--- config.mk ---
export PLATFORM = sky130hd
export DESIGN_NAME = scrambler_descrambler_loopback_p
export DESIGN_NICKNAME = d
export VERILOG_FILES = /design/src/rtl/scrambler_descrambler_loopback_p.sv
export SDC_FILE = /design/constraint.sdc
export NUM_CORES = 1
export LEC_CHECK = 0
export CAP_MARGIN = 10
export CORE_AREA = 2 2 87 89
export DETAILED_ROUTE_END_ITERATION = 12
export DIE_AREA = 0 0 89 91
export HOLD_SLACK_MARGIN = 0.06
export PLACE_DENSITY_LB_ADDON = 0.3
export SYNTH_ARGS = -nofsm -noshare
export SYNTH_HDL_FRONTEND = slang
export SYNTH_SLANG_ARGS = --single-unit
--- constraint.sdc ---
create_clock -name clk -period 7.7 [get_ports clk]
set_input_delay 1.54 -clock clk [delete_from_list [all_inputs] [get_ports clk]]
set_output_delay 1.54 -clock clk [all_outputs]
set_load 0.005 [all_outputs]
--- src/rtl/scrambler_descrambler_loopback_p.sv ---
// Parametrised scrambler -> error-injection point -> descrambler loopback with a
// built-in checker that reports lock and a saturating mismatched-bit count.
module scrambler_descrambler_loopback_p #(
    parameter int                DATA_W = 8,
    parameter int                LFSR_W = 7,
    parameter logic [LFSR_W-1:0] POLY   = 7'h60,
    parameter logic [LFSR_W-1:0] SEED   = 7'h7F,
    parameter int                MODE   = 0,
    parameter int                CNT_W  = 16
) (
    input  logic              clk,
    input  logic              rst,
    input  logic              enable,
    input  logic              reseed,
    input  logic              in_valid,
    input  logic [DATA_W-1:0] in_data,
    input  logic              err_inject,
    output logic [DATA_W-1:0] scrambled_out,
    output logic              scr_valid,
    output logic [DATA_W-1:0] descrambled_out,
    output logic              dsc_valid,
    output logic              lock,
    output logic [CNT_W-1:0]  err_cnt,
    output logic              err_flag
);

    localparam int PC_W  = $clog2(DATA_W + 1);
    localparam int SUM_W = ((CNT_W > PC_W) ? CNT_W : PC_W) + 1;
    localparam logic [CNT_W-1:0] CNT_MAX = '1;

    logic [LFSR_W-1:0] scr_lfsr, dsc_lfsr;
    logic [LFSR_W-1:0] scr_state, dsc_state;
    logic [DATA_W-1:0] scr_word, dsc_word, rx_word, mis_word, ref_data;
    logic              inj_r;
    logic              scr_p, dsc_p;
    logic [SUM_W-1:0]  pop, cnt_sum;
    logic [CNT_W-1:0]  cnt_next;
    logic [5:0]        bits_seen, bits_next;
    logic [6:0]        bits_sum;
    logic              lock_next;

    // NOTE: blocking assignments chain DATA_W LFSR steps inside a single cycle.
    always_comb begin
        scr_state = scr_lfsr;
        scr_word  = '0;
        scr_p     = 1'b0;
        for (int j = 0; j < DATA_W; j++) begin
            scr_p       = ^(scr_state & POLY);
            scr_word[j] = in_data[j] ^ scr_p;
            scr_state   = {scr_state[LFSR_W-2:0], (MODE != 0) ? scr_word[j] : scr_p};
        end
    end

    // The descrambler always works on the received word, i.e. after injection.
    always_comb begin
        rx_word    = scrambled_out;
        rx_word[0] = scrambled_out[0] ^ inj_r;
        dsc_state  = dsc_lfsr;
        dsc_word   = '0;
        dsc_p      = 1'b0;
        for (int j = 0; j < DATA_W; j++) begin
            dsc_p       = ^(dsc_state & POLY);
            dsc_word[j] = rx_word[j] ^ dsc_p;
            dsc_state   = {dsc_state[LFSR_W-2:0], (MODE != 0) ? rx_word[j] : dsc_p};
        end
    end

    always_comb begin
        mis_word = dsc_word ^ ref_data;
        pop      = '0;
        for (int j = 0; j < DATA_W; j++) begin
            pop = pop + SUM_W'(mis_word[j]);
        end
        cnt_sum  = SUM_W'(err_cnt) + pop;
        cnt_next = (cnt_sum > SUM_W'(CNT_MAX)) ? CNT_MAX : cnt_sum[CNT_W-1:0];
    end

    // Multiplicative lock needs LFSR_W received bits; the counter saturates there.
    always_comb begin
        bits_sum  = {1'b0, bits_seen} + 7'(DATA_W);
        bits_next = (bits_sum >= 7'(LFSR_W)) ? 6'(LFSR_W) : bits_sum[5:0];
        lock_next = (MODE == 0) || (bits_sum >= 7'(LFSR_W));
    end

    always_ff @(posedge clk or negedge rst) begin
        if (!rst) begin
            scr_lfsr        <= SEED;
            dsc_lfsr        <= SEED;
            scrambled_out   <= '0;
            scr_valid       <= 1'b0;
            descrambled_out <= '0;
            dsc_valid       <= 1'b0;
            lock            <= 1'b0;
            err_cnt         <= '0;
            err_flag        <= 1'b0;
            inj_r           <= 1'b0;
            ref_data        <= '0;
            bits_seen       <= '0;
        end else if (enable) begin
            if (reseed) begin
                scr_lfsr  <= SEED;
                dsc_lfsr  <= SEED;
                scr_valid <= 1'b0;
                dsc_valid <= 1'b0;
                lock      <= 1'b0;
                err_cnt   <= '0;
                err_flag  <= 1'b0;
                bits_seen <= '0;
            end else begin
                if (in_valid) begin
                    scr_lfsr      <= scr_state;
                    scrambled_out <= scr_word;
                    inj_r         <= err_inject;
                    ref_data      <= in_data;
                end
                scr_valid <= in_valid;

                if (scr_valid) begin
                    dsc_lfsr        <= dsc_state;
                    descrambled_out <= dsc_word;
                    bits_seen       <= bits_next;
                    lock            <= lock_next;
                    if (lock_next) begin
                        err_cnt <= cnt_next;
                    end
                end
                dsc_valid <= scr_valid;
                err_flag  <= scr_valid && lock_next && (pop != '0);
            end
        end
    end

endmodule

==> reports/summary.md, run 1 <==
The flow ran to the end, and the final reports show no timing, DRC or antenna violations. OpenSTA, run right after detailed placement, puts the worst setup slack at 2.54 ns. The number of buffers between clock root and the deepest sink was 2. The pre-antenna-repair detailed-routing pass consisted of 4 iterations.

The most numerous cell on the critical path is sky130_fd_sc_hd__fa_1. The tools report the half-perimeter wire length after detailed placement as 4.88 mm. sky130_fd_sc_hd__dfrtp_1 takes more of the synthesized area than any other cell.

From bottom edge to top edge, the die measures 91 um. In the final routed layout, each cell accounts on average for 15.0 um. Portion of the post-synthesis area used by sequential elements: 47.8%.

The tools report the global placer's final weighted congestion as 0.839. The clock network fraction of total power was 15.5%; the number of setup violations in the final report was 0. The worst register-to-register path ends at err_cnt[9]. The count of nets left with antenna violations after detail routing is 0. The tools report the startpoint type of the worst setup path as a flip-flop. After floorplanning, the core was sized to cover 0.00714 sq mm. Setup TNS: 0 ns.

Combinational logic burns 59.9% of the power. The tree built by TritonCTS fans out to 59 sinks. The die span in x came out at 89 um. Setup repair after global routing left no endpoint under its margin.

The worst path meets setup with 2.57 ns of slack. The transition time at the pin with the least slew margin came out at 1.00 ns. After clock tree synthesis, the clock-pin slew on the worst setup and hold paths is 0.07 ns. In the layout the commonest cells are sky130_fd_sc_hd__clkdlybuf4s50_1, sky130_fd_sc_hd__dfrtp_1, sky130_fd_sc_hd__nand2_1, sky130_fd_sc_hd__o21ai_0, sky130_fd_sc_hd__xnor2_1.

After layout, the worst path uses 66.7% of the clock period. The aggregate global routing overflow is 0, and the boundary pin count is 50. After Yosys synthesis, XOR and XNOR cells account for 12.3% of the synthesized area. Counting cells, the worst reg-to-reg path comes to 16. In this run, synthesis inferred 0 flip-flops with an integrated enable. The worst setup path is captured at a flip-flop.

The filler cells instantiated in the layout total 651. For the worst-skew pair, the clock arrives at the later sink with an insertion delay of 0.34 ns. The kind of critical path is flip-flop to flip-flop. Filler-free cell count of the finished design: 448. Data arrives at the worst endpoint at 5.38 ns.

The end-of-flow core utilization is 54.6%, and the portion of total power attributed to sequential cells is 24.6%. The async set-or-reset flop fraction in the synthesized netlist works out to 100%. TritonCTS built the clock tree.

Data on the critical path is required at its endpoint by 7.95 ns. Static timing analysis puts the maximum clock frequency at 195 MHz. The H-tree generated during clock tree synthesis spans 3 levels. The wire length of the first global-routing pass is 11.1 mm, and the cell count of the worst hold path is 2.

The logs give 2316 for the total number of vias and 2.57 ns for the setup slack of the worst register-to-register path. The tools report the startpoint of the tightest hold check path as lock. 0 antenna diodes ended up in the layout. The launch instance of the worst register-to-register path is dsc_lfsr[5]. The final clock skew was 0.00853 ns.

The largest single stage delay on the critical path is 0.56 ns. The minimum clock period after layout works out to 5.13 ns. The internal portion of the total power is 1.06 mW. The effective utilization at floorplan was 43.8%. Area added between synthesis and finish: 24.6%. Ranked by total cell area, the synthesized netlist is headed by sky130_fd_sc_hd__dfrtp_1, sky130_fd_sc_hd__dfstp_2, sky130_fd_sc_hd__xnor2_1, sky130_fd_sc_hd__xor2_1, sky130_fd_sc_hd__o21ai_0. In this run the worst setup path begins at dsc_lfsr[5].

In the final layout, the share of cells above drive strength 1 is 13.5%. For this run, the post-layout net count is 371. In the synthesized netlist, mux cells make up 3.24% of the area. The tools report the cell chosen for the clock root as sky130_fd_sc_hd__clkbuf_8. The post-route DRC violation count was 0; the power density normalized to cell area was 461 mW/mm^2. The run gives 0 as the initial antenna violation count. The switching share of power works out to 40.8%.

After layout, the design draws a total of 1.80 mW. The most used flip-flop cell after synthesis is sky130_fd_sc_hd__dfrtp_1. Synthesis produced a netlist with a net count of 320. Across the VDD grid, the largest voltage drop is 0.000261 V. The mean area per synthesized cell is 10.7 sq um, and the max-slew violation count is 0. The synthesized design contains 59 register bits.

After floorplanning, the core was divided into 31 placement rows. The signal on the critical path passes through xor2_1, xnor2_1, xnor2_1, fa_1, inv_1, fa_1, fa_1, ha_1, fa_1, xor2_1, ha_1, nand3_1, a211oi_4, nand3_2, o21a_1, o21ai_1. The detailed router finished its first iteration with 109 violations. The final-report hold violation count was 0. For the total of max-cap violations, the log shows 0. The most common cell after layout, fill and taps aside was sky130_fd_sc_hd__clkdlybuf4s50_1. The synthesized-area fraction occupied by adder cells works out to 6.41%. The analysis attributes to cell leakage a power of 1.58 nW.

The area of the die came out at 0.00810 sq mm. Dominant combinational cell family by area after synthesis: compound AO/OA/AOI/OAI gates. Global routing used 17.8% of the available tracks. The number of placed instances, taps included, is 432.

The tools report the end point of the worst hold path as lock. For this block, the routed nets add up to 6.74 mm of wire. The analysis attributes to net switching a power of 0.732 mW. The tools report the normalized max-slew margin as 33.1%. The detailed-route vias per instance was 5.17. The slowest cell on the critical path was sky130_fd_sc_hd__dfstp_2.

After synthesis, the largest area contributor takes up 36.0% of total cell area. Summing the areas of all compound-gate instances in the mapped netlist gives 19.0% of the synthesized area. The logs give 0 for the count of yosys warnings during synthesis and 9 for the clock buffer count from CTS. The total of hold buffers inserted after clock tree synthesis was 0; the quantity of I/O buffers inserted on ports was 49. The logs give 0 for the buffers inserted during post-CTS setup optimization and 2283 for the via count of the first global-routing pass. The synthesized netlist contains 39 unique library cells. In this run the worst hold path is classified as flip-flop to flip-flop.

The maximum fanout encountered on the critical timing path was 11; the cell area after synthesis was 0.00312 sq mm. Entering global routing, the biggest net connects 60 pins. Gates resized during post-CTS repair numbered 0. For the post-synthesis cell count, the log shows 293. The area fraction in and, or, nand and nor cells after synthesis is 8.33%.
-- cell usage after synthesis, types with 6 or more instances --
cell type	n
sky130_fd_sc_hd__dfrtp_1	45
sky130_fd_sc_hd__o22a_1	12
sky130_fd_sc_hd__nand2_1	33
sky130_fd_sc_hd__a21oi_1	13
sky130_fd_sc_hd__o21a_1	7
sky130_fd_sc_hd__xnor2_1	24
sky130_fd_sc_hd__xor2_1	20
sky130_fd_sc_hd__o21ai_1	6
sky130_fd_sc_hd__a31oi_1	8
sky130_fd_sc_hd__clkbuf_1	7
sky130_fd_sc_hd__o21ai_0	31
sky130_fd_sc_hd__ha_1	8
sky130_fd_sc_hd__inv_1	9
sky130_fd_sc_hd__dfstp_2	14
sky130_fd_sc_hd__mux2_2	9
-- logic make-up after synthesis --
group	count (synthesis)
mux	9
simple gates	55
flops	59
compound gates	92
buf+inv	21
fa+ha+maj	13
xor+xnor	44
-- critical path, delay by kind of cell, from the launching register on --
family / cells / cell delay (ns)
flip-flops: 1 / 0.56
XOR/XNOR: 4 / 0.76
AO/OA/AOI/OAI: 3 / 0.68
AND/OR/NAND/NOR: 2 / 0.47
buffers and inverters: 1 / 0.06
adder cells (fa/ha/maj): 6 / 2.52
-- how the worst max path moves through the flow --
| stage | end | slack, ns | cells after the start |
|---|---|---|---|
| 3_3_place_gp | err_cnt[11] | 2.68 | 16 |
| 3_5_place_dp | err_cnt[11] | 2.54 | 16 |
| 4_1_cts | err_cnt[11] | 2.54 | 16 |
| 2_1_floorplan | err_cnt[10] | 2.93 | 16 |
| 6_report | err_cnt[9] | 2.57 | 16 |
| 5_1_grt | err_cnt[11] | 2.30 | 16 |
-- layout make-up --
class / instances / area (sq um) / area share, %
flip-flops and latches: 59 / 1490 / 38.4
clock buffers: 11 / 141 / 3.63
inverters: 9 / 33.8 / 0.868
well taps: 99 / 124 / 3.18
repair buffers: 52 / 508 / 13.0
clock inverters: 5 / 52.6 / 1.35
multi-input cells: 213 / 1540 / 39.6
-- state kept, by name, summed over array words and instances (netlist names), 7 cells and up --
| signal | flops |
|---|---|
| dsc_lfsr | 7 |
| ref_data | 8 |
| err_cnt | 16 |
| scr_lfsr | 7 |
| descrambled_out | 8 |
| scrambled_out | 8 |
-- layer usage --
metal	vias to the layer above	GRT usage [%]	wire length, um
met5	-	0	0
met4	0	4.48	61
met3	7	5.36	384
met2	65	28.0	3240
met1	1115	23.8	3050
li1	1129	-	-
-- power by group through the flow --
stage | Combinational [mW] | Sequential, mW | Clock [mW]
after floorplan | 0.790 | 0.437 | 0
after global routing | 1.22 | 0.451 | 0.299
final | 1.07 | 0.442 | 0.278
after CTS | 1.09 | 0.443 | 0.284
after detailed placement | 1.09 | 0.448 | 0
after global placement | 1.03 | 0.446 | 0
-- metrics by stage --
stage	cell area [sq um]	hold WS, ns
after CTS	3890	0.492
after global routing	3890	0.509
after detailed placement	3700	0.476
after floorplan	3120	0.470
final	3890	0.484
after global placement	3700	0.469
Power figures use the tool's default switching activity.
==> inputs of run 2 (changes only) <==
==> constraint.sdc (replaced) <==
create_clock -name clk -period 4.55 [get_ports clk]
set_input_delay 0.91 -clock clk [delete_from_list [all_inputs] [get_ports clk]]
set_output_delay 0.91 -clock clk [all_outputs]
set_load 0.005 [all_outputs]
==> run 2 against run 1 <==
  * The flow now finishes with violations (setup timing)
  * Setup slack worse by 2.8 ns
  * Routed wire length rose by 6.6%
  * Global-route usage increased by 1.0 points
  * First-iteration DRC count rose by 19%
==> reports/summary.md, run 2 (synthesis gave the netlist of run 1 again) <==
The kind of critical path was flip-flop to flip-flop. Slowest cell on the critical path: sky130_fd_sc_hd__dfstp_2. The post-route DRC violation count was 0 (unchanged); the final layout net count was 394 (+6.2%). The initial antenna violation count is 0 (unchanged). The total of max-cap violations is 0 (unchanged), and the wire length of the first global-routing pass is 11.7 mm (+5.1%). The detailed-route vias per instance was 5.19 (+0.33%); the clock buffer count from CTS was 9 (unchanged).

The critical path endpoint category is a flip-flop. The final-report hold violation count is 0 (unchanged), and the pre-CTS setup slack is -0.284 ns (-2.82 ns). The run gives 0.488 ns (+0.00459 ns) as the final hold slack. In this run the clock root is driven by a sky130_fd_sc_hd__clkbuf_8.

The cell area reported after detailed placement was 0.00386 sq mm (+4.2%). The placement row count was 31 (unchanged); the final cell area excluding filler cells was 0.00423 sq mm (+8.5%). Maximum fanout encountered on the critical timing path: 3 (-8).

The effective utilization at floorplan was 43.8% (unchanged). The highest clock frequency the design can meet was 211 MHz (+8.4%); the area inside the core boundary was 0.00714 sq mm (unchanged). TritonCTS built the clock tree.

The tools report the CTS H-tree depth as 3 (unchanged). The worst endpoint required time was 4.78 ns (-3.17 ns). The portion of total power attributed to sequential cells came out at 19.9% (-4.7 points).

For the largest net degree at the start of global routing, the log shows 60 (unchanged). Compared with the post-synthesis result, the final layout area differs by 35.3%. The run gives 4 (unchanged) as the total iterations of the first detailed-routing run. Gate family responsible for the most delay along the worst path: adder cells. Antenna diode count: 0 (unchanged). The normalized max-slew margin came out at 23.6% (-9.5 points). The number of flip-flops in the largest register came out at 16 (unchanged). The maximum single-stage delay on the critical path is 0.61 ns (+0.05 ns), and the boundary pin count is 50 (unchanged). The static leakage power came out at 1.73 nW (+9.2%). The final reports fail on setup timing. For the number of fill cells, the log shows 619 (-4.9%). In the layout the commonest cells are sky130_fd_sc_hd__clkdlybuf4s50_1, sky130_fd_sc_hd__dfrtp_1, sky130_fd_sc_hd__nand2_1, sky130_fd_sc_hd__o21ai_0, sky130_fd_sc_hd__buf_4. The highest ir drop seen on vdd is 0.000668 V (+160%), and the power density normalized to cell area is 890 mW/mm^2 (+93%). The run gives 68.7% (+8.8 points) as the logic gate share of total power. Average wire per standard cell: 15.3 um (+1.4%).

The clock transition at the register clock pins on the worst setup and hold paths after CTS is 0.06 ns (about the same), and the half-perimeter wire length after detailed placement is 5.00 mm (+2.5%). Traced cell by cell, the critical path runs through xor2_4, xnor2_2, xor2_1, fa_1, inv_2, fa_1, fa_1, ha_2, fa_2, xor2_2, ha_4, nand3_4, a211oi_4, buf_4, nand2_4, a21o_1, a22o_1. Counting flops per register, the top entry is err_cnt. Most common cell after layout, fill and taps aside: sky130_fd_sc_hd__clkdlybuf4s50_1. The setup TNS is -2.13 ns (-2.13 ns). The design internal power was 2.20 mW (+110%); the aggregate global routing overflow was 0 (unchanged). Total detailed-routing wirelength: 7.19 mm (+6.6%). The final clock skew was 0.0123 ns (+0.00377 ns); the number of buffers between clock root and the deepest sink was 2 (unchanged). The most numerous cell on the critical path was sky130_fd_sc_hd__fa_1.

The run gives 0.00810 sq mm (unchanged) as the area of the die. The total of hold buffers inserted after clock tree synthesis is 0 (unchanged). Final worst slack: -0.187 ns (-2.75 ns).

The clock network fraction of total power is 11.3% (-4.2 points), and the net switching power figure is 1.56 mW (+110%). The number of setup violations in the final report is 15 (+15). The tools report the count of nets left with antenna violations after detail routing as 0 (unchanged). The fraction of layout cells with a size suffix above 1 works out to 23.9% (+10 points).

The transition time at the pin with the least slew margin was 1.14 ns (+0.143 ns); the die span in x was 89 um (unchanged). The minimum clock period after layout works out to 4.74 ns (-0.397 ns). The run finished, with violations left. The tools report the global-route usage over all layers as 18.8% (+1.0 points). Via count of the first global-routing pass: 2434 (+6.6%). The total number of vias is 2443 (+5.5%), and the height of the die is 91 um (unchanged).

The switching share of power works out to 41.5% (+0.66 points). The critical path data arrival time is 4.97 ns (-0.41 ns). The kind of path behind the tightest hold check is flip-flop to flip-flop.

The startpoint type of the worst setup path was a flip-flop. The quantity of I/O buffers inserted on ports was 49 (unchanged); the final cycle utilization of the critical path was 104% (+37 points). The latest clock arrival within the worst-skew pair is 0.35 ns (about the same). Setup repair after global routing could not meet its margin everywhere. The max-slew violation count was 0 (unchanged). Number of clock sinks seen by CTS: 59 (unchanged). The run gives 130 (+19%) as the initial detailed-routing violation count.

The global placer's final weighted congestion was 0.801 (-4.5%); the count of buffering cells on the critical path with inverters included was 2 (+1).
[run 2: layer usage]
layer | GRT usage [%] | share of wire, % | vias to the layer above | wire length (um)
met3 | 6.09 | 5.3 | 15 | 381
met5 | 0 | 0 | - | 0
met4 | 5.85 | 1.6 | 0 | 116
li1 | - | - | 1177 | -
met1 | 23.3 | 43 | 1177 | 3080
met2 | 30.8 | 50 | 74 | 3600
[run 2: path summary, 6_finish.rpt]
| kind | from | to | slack (ns) | cells past startpoint |
|---|---|---|---|---|
| worst max-delay path | dsc_lfsr[5] | err_cnt[10] | -0.19 | 17 |
| worst min-delay path | descrambled_out[3] | descrambled_out[3] | 0.49 | 2 |
| worst max register to register | dsc_lfsr[5] | err_cnt[10] | -0.19 | 17 |
| worst min register to register | descrambled_out[3] | descrambled_out[3] | 0.49 | 2 |
| max in group asynchronous | rst | ref_data[3] | 3.37 | 2 |
| min in group asynchronous | rst | err_cnt[8] | 0.70 | 2 |
[run 2: power by group through the flow]
stage | combinational (mW) | clock, mW | sequential (mW)
after floorplan | 1.40 | 0 | 0.743
after global placement | 1.98 | 0 | 0.750
after detailed placement | 2.05 | 0 | 0.755
after CTS | 2.46 | 0.438 | 0.749
after global routing | 2.81 | 0.462 | 0.765
final | 2.58 | 0.426 | 0.749
[run 2: worst register-to-register path: stages, from the launching register on]
cell and delay [ns]:
sky130_fd_sc_hd__dfstp_2 0.61, sky130_fd_sc_hd__xor2_4 0.19, sky130_fd_sc_hd__xnor2_2 0.09, sky130_fd_sc_hd__xor2_1 0.18, sky130_fd_sc_hd__fa_1 0.59, sky130_fd_sc_hd__inv_2 0.05, sky130_fd_sc_hd__fa_1 0.50, sky130_fd_sc_hd__fa_1 0.42
sky130_fd_sc_hd__ha_2 0.20, sky130_fd_sc_hd__fa_2 0.38, sky130_fd_sc_hd__xor2_2 0.18, sky130_fd_sc_hd__ha_4 0.30, sky130_fd_sc_hd__nand3_4 0.09, sky130_fd_sc_hd__a211oi_4 0.29, sky130_fd_sc_hd__buf_4 0.17, sky130_fd_sc_hd__nand2_4 0.04
sky130_fd_sc_hd__a21o_1 0.15, sky130_fd_sc_hd__a22o_1 0.20
[run 2: area by class of cell]
class                   count  area (sq um)  share of cell area, %
flip-flops and latches     59          1490                   35.3
clock inverters             3          15.0                  0.355
multi-input cells         214          1720                   40.6
repair buffers             74           684                   16.2
clock buffers              13           159                   3.76
inverters                   9          33.8                  0.799
well taps                  99           124                   2.93
[run 2: repair_timing]
action                     in CTS  in global routing
pin swaps                      21                 12
resized for setup              19                  7
setup endpoints to repair      16                 16
buffers inserted                4                  2
gates cloned                    0                  1
[run 2: stage by stage]
step                total power, mW  cells  utilization, %
global route                   4.03    471            59.2
finish                         3.76    471            59.2
floorplan                      2.14    293               -
CTS                            3.64    468            58.3
global placement               2.73    448            54.0
detailed placement             2.80    448            54.0
